**src/rtl/mem_arbiter_pkg.sv**
```systemverilog
// -----------------------------------------------------------------------------
// mem_arbiter_pkg
//   Shared encodings for the instruction/data memory arbiter.
//   - state_t : arbiter FSM state (IDLE / ISSUE / WAIT)
//   - gnt_t   : which requester owns the memory port (GNT_I / GNT_D)
//   - kind_t  : access kind held in a pending slot (RD / WR)
// -----------------------------------------------------------------------------
package mem_arbiter_pkg;

    typedef enum logic [1:0] {
        IDLE  = 2'd0,
        ISSUE = 2'd1,
        WAIT  = 2'd2
    } state_t;

    typedef enum logic {
        GNT_I = 1'b0,
        GNT_D = 1'b1
    } gnt_t;

    typedef enum logic {
        RD = 1'b0,
        WR = 1'b1
    } kind_t;

endpackage

```
**src/rtl/mem_req_slot.sv**
```systemverilog
// -----------------------------------------------------------------------------
// mem_req_slot
//   Holds one pending memory request for a single requester.
//
//   Ports:
//     clk, rst             clock, asynchronous active-low reset
//     rstrb, wstrb         requester strobes; wstrb wins when both are high
//     addr, wdata, wmask   request payload, captured on an accepted strobe
//     clear                owner's access completed; empties the slot
//     valid, kind          registered slot occupancy and access kind
//     peek_*               the request as the arbiter should see it this
//                          cycle: the stored one if occupied, otherwise the
//                          one being strobed in right now
// -----------------------------------------------------------------------------
module mem_req_slot
    import mem_arbiter_pkg::*;
#(
    parameter int ADDR_W = 32,
    parameter int DATA_W = 32,
    parameter int MASK_W = DATA_W / 8
) (
    input  logic              clk,
    input  logic              rst,
    input  logic              rstrb,
    input  logic              wstrb,
    input  logic [ADDR_W-1:0] addr,
    input  logic [DATA_W-1:0] wdata,
    input  logic [MASK_W-1:0] wmask,
    input  logic              clear,
    output logic              valid,
    output kind_t             kind,
    output logic              peek_valid,
    output logic [ADDR_W-1:0] peek_addr,
    output logic [DATA_W-1:0] peek_wdata,
    output logic [MASK_W-1:0] peek_wmask,
    output kind_t             peek_kind
);

    logic [ADDR_W-1:0] addr_q;
    logic [DATA_W-1:0] wdata_q;
    logic [MASK_W-1:0] wmask_q;
    logic              load;

    // A strobe while the slot is occupied is a protocol violation and is dropped.
    assign load = (rstrb || wstrb) && !valid;

    // NOTE: sequential state uses non-blocking assignments so every register
    // samples pre-edge values, independent of block evaluation order.
    always_ff @(posedge clk or negedge rst) begin
        if (!rst) begin
            valid   <= 1'b0;
            kind    <= RD;
            addr_q  <= '0;
            wdata_q <= '0;
            wmask_q <= '0;
        end else if (load) begin
            valid   <= 1'b1;
            kind    <= wstrb ? WR : RD;
            addr_q  <= addr;
            wdata_q <= wdata;
            wmask_q <= wmask;
        end else if (clear) begin
            valid   <= 1'b0;
        end
    end

    // NOTE: every output gets a value on every path; without the defaults an
    // unassigned path would infer a latch.
    always_comb begin
        peek_valid = valid || load;
        peek_addr  = addr_q;
        peek_wdata = wdata_q;
        peek_wmask = wmask_q;
        peek_kind  = kind;
        if (!valid) begin
            peek_addr  = addr;
            peek_wdata = wdata;
            peek_wmask = wmask;
            peek_kind  = wstrb ? WR : RD;
        end
    end

endmodule

```
**src/rtl/mem_arbiter.sv**
```systemverilog
// -----------------------------------------------------------------------------
// mem_arbiter
//   Shares one single-port memory between the instruction fetch port
//   (read-only) and the data port (read/write). Each requester has a one-deep
//   pending slot; accesses are serialised onto the memory port with
//   alternating priority on ties (D first after reset).
//
//   Ports:
//     clk, rst                       clock, asynchronous active-low reset
//     i_addr, i_rstrb                fetch request
//     i_rdata, i_rbusy               fetch data / fetch in progress
//     d_addr, d_wdata, d_wmask       data request payload
//     d_wstrb, d_rstrb               store / load strobes (store wins if both)
//     d_rdata, d_rbusy, d_wbusy      load data / load busy / store busy
//     m_addr, m_wdata, m_wmask       memory request payload (0 when idle)
//     m_rstrb, m_wstrb               memory strobes, high only in ISSUE
//     m_rdata, m_rbusy, m_wbusy      memory response
// -----------------------------------------------------------------------------
module mem_arbiter
    import mem_arbiter_pkg::*;
#(
    parameter int ADDR_W = 32,
    parameter int DATA_W = 32
) (
    input  logic                clk,
    input  logic                rst,
    input  logic [ADDR_W-1:0]   i_addr,
    input  logic                i_rstrb,
    output logic [DATA_W-1:0]   i_rdata,
    output logic                i_rbusy,
    input  logic [ADDR_W-1:0]   d_addr,
    input  logic [DATA_W-1:0]   d_wdata,
    input  logic [DATA_W/8-1:0] d_wmask,
    input  logic                d_wstrb,
    input  logic                d_rstrb,
    output logic [DATA_W-1:0]   d_rdata,
    output logic                d_rbusy,
    output logic                d_wbusy,
    output logic [ADDR_W-1:0]   m_addr,
    output logic [DATA_W-1:0]   m_wdata,
    output logic [DATA_W/8-1:0] m_wmask,
    output logic                m_rstrb,
    output logic                m_wstrb,
    input  logic [DATA_W-1:0]   m_rdata,
    input  logic                m_rbusy,
    input  logic                m_wbusy
);

    localparam int MASK_W = DATA_W / 8;

    state_t            state;
    gnt_t              gnt;
    gnt_t              last_gnt;
    kind_t             cur_kind;
    logic [DATA_W-1:0] i_rdata_q;
    logic [DATA_W-1:0] d_rdata_q;

    logic              i_valid, d_valid;
    kind_t             i_kind, d_kind;
    logic              i_pv, d_pv;
    logic [ADDR_W-1:0] i_paddr, d_paddr;
    logic [DATA_W-1:0] i_pwdata, d_pwdata;
    logic [MASK_W-1:0] i_pwmask, d_pwmask;
    kind_t             i_pkind, d_pkind;

    logic              mem_done;
    logic              i_fin, d_fin;
    logic              sel_d;
    logic [ADDR_W-1:0] sel_addr;
    logic [DATA_W-1:0] sel_wdata;
    logic [MASK_W-1:0] sel_wmask;
    kind_t             sel_kind;

    mem_req_slot #(.ADDR_W(ADDR_W), .DATA_W(DATA_W), .MASK_W(MASK_W)) u_i_slot (
        .clk        (clk),
        .rst        (rst),
        .rstrb      (i_rstrb),
        .wstrb      (1'b0),
        .addr       (i_addr),
        .wdata      ('0),
        .wmask      ('0),
        .clear      (i_fin),
        .valid      (i_valid),
        .kind       (i_kind),
        .peek_valid (i_pv),
        .peek_addr  (i_paddr),
        .peek_wdata (i_pwdata),
        .peek_wmask (i_pwmask),
        .peek_kind  (i_pkind)
    );

    mem_req_slot #(.ADDR_W(ADDR_W), .DATA_W(DATA_W), .MASK_W(MASK_W)) u_d_slot (
        .clk        (clk),
        .rst        (rst),
        .rstrb      (d_rstrb),
        .wstrb      (d_wstrb),
        .addr       (d_addr),
        .wdata      (d_wdata),
        .wmask      (d_wmask),
        .clear      (d_fin),
        .valid      (d_valid),
        .kind       (d_kind),
        .peek_valid (d_pv),
        .peek_addr  (d_paddr),
        .peek_wdata (d_pwdata),
        .peek_wmask (d_pwmask),
        .peek_kind  (d_pkind)
    );

    // Completion: first WAIT cycle in which the busy matching the access is low.
    assign mem_done = (cur_kind == RD) ? !m_rbusy : !m_wbusy;
    assign i_fin    = (state == WAIT) && mem_done && (gnt == GNT_I);
    assign d_fin    = (state == WAIT) && mem_done && (gnt == GNT_D);

    // Tie-break alternates: D wins unless D owned the last completed access.
    assign sel_d = d_pv && (!i_pv || (last_gnt == GNT_I));

    always_comb begin
        sel_addr  = i_paddr;
        sel_wdata = i_pwdata;
        sel_wmask = i_pwmask;
        sel_kind  = i_pkind;
        if (sel_d) begin
            sel_addr  = d_paddr;
            sel_wdata = d_pwdata;
            sel_wmask = d_pwmask;
            sel_kind  = d_pkind;
        end
    end

    // Arbitration in IDLE uses the peek view, so a strobe arriving in an idle
    // cycle reaches the memory on the very next cycle.
    always_ff @(posedge clk or negedge rst) begin
        if (!rst) begin
            state     <= IDLE;
            gnt       <= GNT_I;
            last_gnt  <= GNT_I;
            cur_kind  <= RD;
            m_addr    <= '0;
            m_wdata   <= '0;
            m_wmask   <= '0;
            m_rstrb   <= 1'b0;
            m_wstrb   <= 1'b0;
            i_rdata_q <= '0;
            d_rdata_q <= '0;
        end else begin
            case (state)
                IDLE: begin
                    if (i_pv || d_pv) begin
                        state    <= ISSUE;
                        gnt      <= sel_d ? GNT_D : GNT_I;
                        cur_kind <= sel_kind;
                        m_addr   <= sel_addr;
                        m_wdata  <= sel_wdata;
                        m_wmask  <= sel_wmask;
                        m_rstrb  <= (sel_kind == RD);
                        m_wstrb  <= (sel_kind == WR);
                    end
                end
                ISSUE: begin
                    state   <= WAIT;
                    m_rstrb <= 1'b0;
                    m_wstrb <= 1'b0;
                end
                WAIT: begin
                    if (mem_done) begin
                        state    <= IDLE;
                        last_gnt <= gnt;
                        m_addr   <= '0;
                        m_wdata  <= '0;
                        m_wmask  <= '0;
                        if (cur_kind == RD) begin
                            if (gnt == GNT_I) i_rdata_q <= m_rdata;
                            else              d_rdata_q <= m_rdata;
                        end
                    end
                end
                default: state <= IDLE;
            endcase
        end
    end

    // Read data is forwarded in the completion cycle (when busy drops) and
    // held in the per-port register afterwards.
    assign i_rdata = (i_fin && cur_kind == RD) ? m_rdata : i_rdata_q;
    assign d_rdata = (d_fin && cur_kind == RD) ? m_rdata : d_rdata_q;

    assign i_rbusy = i_valid && (i_kind == RD) && !i_fin;
    assign d_rbusy = d_valid && (d_kind == RD) && !d_fin;
    assign d_wbusy = d_valid && (d_kind == WR) && !d_fin;

endmodule

```
**config.mk**
```make
export PLATFORM = sky130hd
export DESIGN_NAME = mem_arbiter
export DESIGN_NICKNAME = d
export VERILOG_FILES = /design/src/rtl/mem_arbiter_pkg.sv /design/src/rtl/mem_req_slot.sv /design/src/rtl/mem_arbiter.sv
export SDC_FILE = /design/constraint.sdc
export NUM_CORES = 1
export LEC_CHECK = 0
export CORE_AREA = 3 3 126 189
export DETAILED_ROUTE_END_ITERATION = 6
export DIE_AREA = 0 0 129 192
export PLACE_DENSITY = 0.8
export REMOVE_ABC_BUFFERS = 1
export SLEW_MARGIN = 30
export SYNTH_ARGS = -nofsm -noshare
export SYNTH_HDL_FRONTEND = slang
export SYNTH_SLANG_ARGS = --single-unit
```
**constraint.sdc**
```tcl
create_clock -name clk -period 3.2 [get_ports clk]
set_input_delay 0.64 -clock clk [delete_from_list [all_inputs] [get_ports clk]]
set_output_delay 0.64 -clock clk [all_outputs]
set_load 0.005 [all_outputs]
```
* After elaboration in Yosys (flattened, before gate mapping)
Index checks and enable logic that the tools add are counted.
Widths: inputs -> output; s select.
** Storage, ports and cells
- Latch bits :: 0
- Memories kept :: 0
- Register bits :: 242
- Input bits :: 139
- Word-level logic and storage cells :: 97
- Memory bits (read-only) :: 0
- Memory bits (writable) :: 0
- Output and inout port bits :: 137
** Cells by class
- Bitwise logic cells :: 5
- Reductions and logical operators :: 37
- $mul :: 0
- Div/mod/pow operators :: 0
- Muxes and demuxes :: 33
- Equality and inequality tests :: 4
- Shift operators :: 0
- Magnitude comparators :: 0
- $add $sub $neg :: 0
** Operator list (number)
- $mux 32 :: 10
- $pmux 32 s2 :: 2
- $mux 4 :: 4
- $logic_and 1x1->1 :: 13
- $mux 1 :: 11
- $pmux 4 s2 :: 1
- $reduce_and 2->1 :: 4
- $reduce_and 4->1 :: 2
- $reduce_bool 2->1 :: 4
- $logic_not 1->1 :: 7
- $pmux 2 s3 :: 1
- $logic_or 1x1->1 :: 5
- $not 1->1 :: 5
- $mux 2 :: 2
- $ne 2x2->1 const B :: 2
- $pmux 1 s2 :: 2
- $reduce_and 3->1 :: 1
- $eq 2x1->1 const B :: 1
- $eq 2x2->1 const B :: 1
- $logic_not 2->1 :: 1

* Longest topological paths before layout
- Depth after elaboration :: 10
- Mapped depth :: 7
- Mapped depth without buffers :: 5

* Modules after synthesis
From an unflattened synthesis, not the netlist that was laid out.
** Unflattened totals
- Cell total of the unflattened synthesis :: 1013
- Area, all modules :: 14104.8 um^2
** Modules (own cells, without submodules)
- mem_arbiter :: times used 1, sequential area each 3478.3 um^2, cells an instance 553, area each 7078.0 um^2
- mem_req_slot :: times used 2, sequential area each 1751.7 um^2, cells an instance 230, area each 3513.4 um^2

* Least setup slack after synthesis
Ideal clock, no wire load.
- Kind :: input -> output
- From :: input m_wbusy
- To :: output d_rdata[10]
- Path buffers :: 1
- Arrival :: 1.961 ns
- Required time :: 2.560 ns
- Slack :: 0.599 ns
- Stages :: 5
- Cell sequence :: mux2i_1 -> nand3_1 -> nor2_2 -> buf_2 -> mux2_2
** On the way
- Word-level cells in the longest chain between the ends :: 6
** RTL lines
- start: declaration :: line mem_arbiter.sv:46 : input logic m_wbusy
- $logic_not 1->1 :: line mem_arbiter.sv:111 : assign mem_done = (cur_kind == RD) ? !m_rbusy : !m_wbusy;
- $mux 1 :: line mem_arbiter.sv:111
- $logic_and 1x1->1 (2 in a row) :: line mem_arbiter.sv:113 : assign d_fin = (state == WAIT) && mem_done && (gnt == GNT_D);
- $logic_and 1x1->1 :: line mem_arbiter.sv:186 : assign d_rdata = (d_fin && cur_kind == RD) ? m_rdata : d_rdata_q;
- $mux 32 :: line mem_arbiter.sv:186
- end: declaration :: line mem_arbiter.sv:36 : output logic [DATA_W-1:0] d_rdata,
No other way between the ends.

* Final worst setup path
- From :: register cur_kind
- To :: output i_rbusy
** On the way
- Word-level cells in the longest chain between the ends :: 5
** RTL lines
- start: declaration :: line mem_arbiter.sv:54 : kind_t cur_kind;
- start signal: assignment :: line mem_arbiter.sv:152 : cur_kind <= sel_kind;
- $mux 1 :: line mem_arbiter.sv:111
- $logic_and 1x1->1 (2 in a row) :: line mem_arbiter.sv:112 : assign i_fin = (state == WAIT) && mem_done && (gnt == GNT_I);
- $logic_not 1->1 :: line mem_arbiter.sv:188 : assign i_rbusy = i_valid && (i_kind == RD) && !i_fin;
- $logic_and 1x1->1 :: line mem_arbiter.sv:188
- end: declaration :: line mem_arbiter.sv:30 : output logic i_rbusy,
No other way between the ends.

==> reports/results.ini <==
[routing]
drc = 0
ant_nets = 0
vias_per_cell = 5.61
wl_per_cell_um = 20.6
firstDrtPassIters = 4
routed_wl_um = 29600
drt_iter0_markers = 289
vias = 8069

[timing]
finClkSkew_ns = 0.0114
period_share_pct = 98.9
hold_slack_ns = 0.151
grt_setup_unrepaired = true
setup_viol = 0
clock.fmax_mhz = 316
max_slew_margin_pct = 47.5
drv_slew = 0
period_needed_ns = 3.16
worst_pin_slew_ns = 0.788
timing.final.ws_setup_ns = 0.0359
hold_viol = 0

[worst_setup_path]
critPathKind = flop to output port
critPathMaxFanout = 38
crit_required_ns = 2.56
end_kind = output port
critPathArrivalTime_ns = 2.52
start_kind = flop
rrSetupSlack_ns = 0.95

[die]
die_w_um = 129
core_area_um2 = 22300
num_io_pins = 276
fp-row-count = 67
die-area_um2 = 24800
start_util_pct = 50.0
die_height_um = 192

[finish]
final_common_cell = dfrtp_1
layout_common_cells = dfrtp_1, clkdlybuf4s50_1, mux2_2, mux2i_1, nand2_1
insertedDiodeCount = 0
nets = 1287
drive_above_1_share_pct = 29.8
syn_to_final_growth_pct = 39.6
fillerInstances = 1571

[clocking]
clk_path_buf_depth = 3
clock-root-buffer = clkbuf_16
cts_tree = done
cts_sinks = 242
clk_latency_ns = 0.51
cts_buffers = 23
htreeDepth = 1
clk_pin_slew_ns = 0.06

[global_route]
grt_pass1_vias = 8620
grt.overflow.total = 0
busiest_layer = met2
grt_max_degree = 98
antenna_found_initial = 0
grt_pass1_wl_um = 46100
met1_usage_pct = 27.9
met2_usage_pct = 41.0
met3_usage_pct = 6.54
grt_util_all_layers_pct = 23.4

[place]
pre_cts_slack_ns = -0.278
io_buffers = 275
post-dp-hpwl_um = 19000
place_congestion = 0.775

[logic_synthesis]
ys_seq_area_share_pct = 54.3
syn_inst = 843
ys_types = 29
ys_seq_elements = 242
synth_top_area_share_pct = 54.3
syn_area_per_cell_um2 = 13.2
synthesis.area_um2 = 11100
synth_area_leader_cell = dfrtp_1
synth_area_leaders = dfrtp_1, mux2_2, mux2i_1, a32o_1, nand2_1
yosysWarnings = 0

[power]
cellPowerDensity_nw_per_um2 = 1000
ir_drop_v = 0.000609
p_leak_uw = 0.00721

[min_path]
hp-class = input port to asynchronous set/reset pin

[flow_run]
cap_violations = 0

[run_status]
outcome = completed

cells by family (layout without fill, tap and decap cells):
| kind of cell | count (synthesis) | in the layout | synth area share, % |
|---|---|---|---|
| buf+inv | 66 | 386 | 2.52 |
| mux | 329 | 329 | 32.1 |
| flops | 242 | 242 | 54.3 |
| simple gates | 127 | 127 | 5.03 |
| compound gates | 79 | 79 | 6.00 |
power by group:
part	internal [µW]	total, µW	leakage (µW)	switching (µW)
Combinational	4210	7410	0.00390	3200
Sequential	4590	5430	0.00293	831
Clock	1630	2780	0.000376	1150
what timing repair did:
action                                  CTS  global route
resized for setup                        98            68
hold endpoints to repair                  0             0
endpoints found under the setup margin   65            64
cloned                                    3             2
buffers inserted                          9             7
pin swaps                                 2             2
hold buffers                              0             0
state kept, by name, indices dropped and copies added (netlist names), 2 cells and up:
name / cells
state: 2
m_wdata: 32
u_d_slot.addr_q: 32
d_rdata_q: 32
m_addr: 32
i_rdata_q: 32
u_d_slot.wmask_q: 4
u_i_slot.addr_q: 32
u_d_slot.wdata_q: 32
m_wmask: 4
per-layer routing:
layer  wire length [µm]  share of wire, %
met5                  0                 0
met4                687               2.3
met3               2220               7.5
met2              15400                52
met1              11300                38
synth_stat cells, drive strengths merged:
master and instances:
dfrtp 242, mux2 228, mux2i 101, nand2 76, nand3 39, o31ai 37
clkbuf 35, a32o 32, buf 28, o21ai 5, nand2b 4, inv 3
nor2 3, a21boi 1, a21oi 1, a22o 1, and2 1, and3 1
nor2b 1, nor3 1, o21a 1, o21bai 1, or3 1
stage by stage:
step | TNS (ns) | total power (µW) | util (%) | cells | instance area (µm²)
floorplan | -396.28 | 9560 | - | 780 | 10900
global placement | -10.86 | 12700 | 64.9 | 1378 | 14500
detailed placement | -15.30 | 12900 | 64.9 | 1378 | 14500
CTS | -1.75 | 15600 | 68.9 | 1430 | 15400
global route | -0.224 | 16700 | 69.8 | 1439 | 15600
finish | 0 | 15600 | 69.8 | 1439 | 15600
layout make-up:
class	instances	area [µm²]	share of cell area, %
clock buffer	35	681	4.37
clock inverter	5	85.1	0.547
inverter	3	11.3	0.0724
multi-input combinational	535	4920	31.6
sequential	242	6060	39.0
tap	276	345	2.22
timing repair buffer	343	3460	22.2
path summary, 6_finish.rpt:
check | from | end | cells after the start
setup / recovery | cur_kind$_DFFE_PN0P_ | i_rbusy | 6
setup reg to reg | u_d_slot.valid$_DFFE_PN0P_ | m_wdata[17]$_DFFE_PN0P_ | 4
min in group clk | last_gnt$_DFFE_PN0N_ | last_gnt$_DFFE_PN0N_ | 2
hold / removal | rst | u_i_slot.addr_q[9]$_DFFE_PN0P_ | 1
hold reg to reg | last_gnt$_DFFE_PN0N_ | last_gnt$_DFFE_PN0N_ | 2
max in group asynchronous | rst | u_d_slot.wdata_q[31]$_DFFE_PN0P_ | 2
critical path: stages, from the launching register on:
cell             delay, ns
dfrtp_2               0.46
mux2i_4               0.22
buf_6                 0.13
nand2_4               0.07
buf_4                 0.42
o21a_1                0.19
clkdlybuf4s50_1       0.53
No activity file was read; power rests on OpenSTA's default activity.
==> RTL edit 1 (same settings) <==
Register the output `m_wdata` once more, with the module's reset; this adds one clock of latency there. The other outputs are not delayed to match.
--- a/src/rtl/mem_arbiter.sv
+++ b/src/rtl/mem_arbiter.sv
@@ -48,6 +48,8 @@
 
     localparam int MASK_W = DATA_W / 8;
 
+    logic [DATA_W-1:0] m_wdata_s0;
+
     state_t            state;
     gnt_t              gnt;
     gnt_t              last_gnt;
@@ -137,7 +139,7 @@
             last_gnt  <= GNT_I;
             cur_kind  <= RD;
             m_addr    <= '0;
-            m_wdata   <= '0;
+            m_wdata_s0 <= '0;
             m_wmask   <= '0;
             m_rstrb   <= 1'b0;
             m_wstrb   <= 1'b0;
@@ -151,7 +153,7 @@
                         gnt      <= sel_d ? GNT_D : GNT_I;
                         cur_kind <= sel_kind;
                         m_addr   <= sel_addr;
-                        m_wdata  <= sel_wdata;
+                        m_wdata_s0 <= sel_wdata;
                         m_wmask  <= sel_wmask;
                         m_rstrb  <= (sel_kind == RD);
                         m_wstrb  <= (sel_kind == WR);
@@ -167,7 +169,7 @@
                         state    <= IDLE;
                         last_gnt <= gnt;
                         m_addr   <= '0;
-                        m_wdata  <= '0;
+                        m_wdata_s0 <= '0;
                         m_wmask  <= '0;
                         if (cur_kind == RD) begin
                             if (gnt == GNT_I) i_rdata_q <= m_rdata;
@@ -189,5 +191,13 @@
     assign d_rbusy = d_valid && (d_kind == RD) && !d_fin;
     assign d_wbusy = d_valid && (d_kind == WR) && !d_fin;
 
+    always_ff @(posedge clk or negedge rst) begin
+        if (!rst) begin
+            m_wdata <= '0;
+        end else begin
+            m_wdata <= m_wdata_s0;
+        end
+    end
+
 endmodule
 
Function: changed (Yosys sat finds a counterexample within 4 cycles, from zero or initial values and one cycle with rst low).
==> RTL edit 1 against the original RTL <==
  * Setup slack improved by 0.034 ns
  * Die area did not move
  * Synthesized area grew 11%
  * Cell area up 8.1%
  * Sequential cell count increased by 32
  * Global-route usage is 1.4 points higher
  * First-iteration DRC count rose by 32%
  * Total power grew 5.5%
  * Routed wire length up 5.7%
  * Largest power group unchanged
  * Via count grew 6.3%
==> RTL edit 1: results (changes against the original RTL) <==
[critical_path]
cp_max_fo = 9  ; -76%
r2r_cells = 5  ; +1
timing.rr.end = m_wdata_s0[7]
crit_path_start = state[0]
r2r-start = u_d_slot.valid
endpoint = d_rdata[15]
rrSetupSlack_ns = 0.85  ; -0.10 ns

[placed_design]
pre_cts_ws_ns = -0.154  ; +0.124 ns
place_area_um2 = 15500  ; +7.2%
dpl.hpwl_um = 19400  ; +2.1%
gp_congestion = 0.772  ; -0.34%
io_buffers = 275  ; unchanged
dp_cells = 1433  ; +4.0%

[cts]
path_clk_slew_ns = 0.07
clk_latency_ns = 0.52
postCtsSetupBuffers = 11  ; +2
htreeDepth = 1  ; unchanged
ctsResizeCount = 53  ; -46%
cts-root-buf = clkbuf_16
cts_buffers = 27  ; +17%
clockBufferDepth = 3  ; unchanged

[drt]
routedWlPerCell_um = 20.8  ; +0.93%
dr.pass1.iters = 4  ; unchanged
drtIter0Drc = 381  ; +32%
routed_wl_um = 31300  ; +5.7%
vias = 8578  ; +6.3%

[layout]
fillers = 1480  ; -5.8%
fin_nets = 1348  ; +4.7%
drive_above_1_share = 0.277  ; -0.0217

[power_and_ir_drop]
p_leak_nw = 7.66  ; +6.2%
ir_worst_vdd_v = 0.000650  ; +6.8%

[min_path]
hp-class = input port to asynchronous set/reset pin

[global_route]
grt_pass1_vias = 8916  ; +3.4%
grt_max_degree = 71  ; -28%
grt_pass1_wl_um = 48900  ; +5.9%
antenna_found_initial = 2  ; +2
track_usage = 0.248  ; +0.0142

[job]
cap_violations = 0  ; unchanged

[sta]
slew_headroom = 0.627  ; +0.153
final_min_period_over_clock_period = 0.978  ; -0.0106
skew_ns = 0.0118  ; +0.000427 ns

[synthesis]
ys.flop_type = dfrtp_1
synth_cell_types = 33  ; +14%
synth.top_cells.by_count = 274 x dfrtp_1, 159 x mux2_2, 68 x nand3_1, 68 x o31ai_1, 65 x nor2b_1
synth_seq_area_share = 0.553  ; +0.00924
ys_warn_count = 0  ; unchanged
netlist_top_cells_area = dfrtp_1 55%, mux2_2 14%, mux2_4 7.3%
avgSynthCellArea_um2 = 13.4  ; +1.6%
async_flop_share = 1.00  ; unchanged

[outcome]
status = finished, final reports clean

[RTL edit 1: worst min-delay path by stage]
stage	from	end	slack, ns
after CTS	rst	u_d_slot.wdata_q[23]	0.09
after detailed placement	m_wdata_s0[22]	m_wdata[22]	0.36
after floorplan	rst	cur_kind	0.34
after global placement	m_wdata_s0[16]	m_wdata[16]	0.36
after global routing	rst	u_d_slot.wdata_q[21]	0.11
final	rst	u_d_slot.wdata_q[21]	0.08
[RTL edit 1: report_power, final]
part           internal [mW]  switching (mW)  total (mW)
Combinational           4.18            2.99        7.17
Sequential              5.13           0.949        6.08
Clock                   1.89            1.35        3.23
Total                   11.2            5.29        16.5
[RTL edit 1: kinds of logic (layout without fill, tap and decap cells)]
family / after synthesis / in the layout / synth area share
simple gates: 156 / 156 / 0.0707
buf+inv: 83 / 388 / 0.0340
compound gates: 146 / 146 / 0.0876
flops: 274 / 274 / 0.553
other cells: 0 / 2 / 0
mux: 265 / 265 / 0.255
[RTL edit 1: routing by layer]
metal	track usage	part of all wire
met5	0	0
met2	0.443	0.53
met1	0.300	0.38
met4	0.0719	0.031
met3	0.0523	0.061
[RTL edit 1: critical path, cell delays in order (launching register included)]
cell             delay, ns
dfrtp_1               0.38
nand2b_4              0.16
or4_4                 0.49
buf_6                 0.16
buf_4                 0.14
buf_16                0.14
mux2_4                0.29
clkdlybuf4s15_1       0.20
[RTL edit 1: cell type report]
cell class | instances | area [um^2] | area share
well taps | 276 | 345 | 0.0205
repair buffers | 334 | 3510 | 0.209
diodes | 2 | 5.00 | 0.000298
multi-input cells | 567 | 5160 | 0.307
inverters | 5 | 18.8 | 0.00112
clock inverters | 16 | 169 | 0.0100
clock buffers | 33 | 738 | 0.0439
flip-flops and latches | 274 | 6860 | 0.408
==> RTL edit 2 (config.mk and constraints unchanged) <==
Made on the original files. `ADDR_W` is set to 32 in 2 places; all go to 48.
--- a/src/rtl/mem_req_slot.sv
+++ b/src/rtl/mem_req_slot.sv
@@ -15,7 +15,7 @@
 module mem_req_slot
     import mem_arbiter_pkg::*;
 #(
-    parameter int ADDR_W = 32,
+    parameter int ADDR_W = 48,
     parameter int DATA_W = 32,
     parameter int MASK_W = DATA_W / 8
 ) (
--- a/src/rtl/mem_arbiter.sv
+++ b/src/rtl/mem_arbiter.sv
@@ -19,7 +19,7 @@
 module mem_arbiter
     import mem_arbiter_pkg::*;
 #(
-    parameter int ADDR_W = 32,
+    parameter int ADDR_W = 48,
     parameter int DATA_W = 32
 ) (
     input  logic                clk,
Ports: changed (resized d_addr, i_addr and m_addr); port bits go from 276 to 324. No check against the original RTL was run, so the function may have changed too.
==> RTL edit 2 against the original RTL <==
  * Combinational power grew 11%
  * Register-to-register slack lost 0.11 ns
  * Clock power grew 17%
  * Total power grew 15%
  * Synthesized area grew 21%
  * Setup slack gained 0.024 ns
  * Routed wire length grew 27%
  * Sequential cell count grew 48
  * Clock skew grew 0.0077 ns
  * Cell area grew 18%
==> RTL edit 2: results (changes against the original RTL) <==
[synthesis]
netlist_top_cells_area = dfrtp_1 54%, mux2_2 21%, a211oi_1 5.3%
avgSynthCellArea_um2 = 12.8  ; -2.8%
synth.top_cells.by_count = 290 x dfrtp_1, 250 x mux2_2, 97 x nor2b_1, 96 x a211oi_1, 56 x nand3_1

[drt]
drtIter0Drc = 461  ; +60%
met2WireLength_um = 20000  ; +30%

[layout]
instances_no_fill = 1667  ; +16%
fillers = 1302  ; -17%
clock_tree_area_fraction = 0.0480  ; -0.00124
nClkBuffers = 39  ; +11%
drive_above_1_share = 0.258  ; -0.0400
fin_nets = 1535  ; +19%

[global_route]
use_met2 = 0.518  ; +0.108
met3_usage = 0.0746  ; +0.00918
grt_util_met1 = 0.343  ; +0.0633
antenna_found_initial = 12  ; +12
grt_pass1_wl_um = 58400  ; +27%

[critical_path]
crit_arrival_ns = 2.50  ; -0.02 ns
critical_path.max_stage_delay_ns = 0.47  ; -0.06 ns

[placed_design]
pre_cts_ws_ns = -0.210  ; +0.0683 ns

[sta]
slew_headroom = 0.459  ; -0.0151
skew_ns = 0.0191  ; +0.00772 ns

[outcome]
status = finished, final reports clean

[cts]
postCtsSetupBuffers = 8  ; -1
clk_latency_ns = 0.53  ; +0.02 ns

[power_and_ir_drop]
switching_power_mw = 6.03  ; +16%
ir_worst_vdd_v = 0.000670  ; +10%
comb_cell_power_mw = 8.22  ; +11%
powerClk_mw = 3.24  ; +17%

==> RTL edit 2: cell count changes in the layout (fill, tap and decap cells not counted), sizes merged, moves of 20 or more <==
cell / change
clkdlybuf4s50: +51
nor2b: +96
o2bb2ai: +29
mux2i: -64
buf: -23
a32o: -32
dfrtp: +48
nand2: -69
clkdlybuf4s15: -20
dlygate4sd2: +24
mux2: +33
a211oi: +96
==> RTL edit 2: how the worst max path moves through the flow <==
stage	start	end	slack (ns)	cells after the start
5_1_grt	gnt	i_rdata[3]	-0.004	6
3_5_place_dp	m_rbusy	d_rdata[13]	-0.21	5
3_3_place_gp	m_rbusy	d_rdata[13]	-0.19	5
2_1_floorplan	u_d_slot.valid	m_wdata[10]	-3.03	5
6_report	state[0]	d_rdata[30]	0.06	7
4_1_cts	state[0]	d_rdata[27]	0.007	7
==> RTL edit 2: worst reg2reg max path: stages, from the launching register on <==
cell and delay (ns):
dfrtp_4 0.67, o21ai_0 0.40, and2_2 0.48, buf_12 0.23, a211oi_1 0.10, o31ai_1 0.35
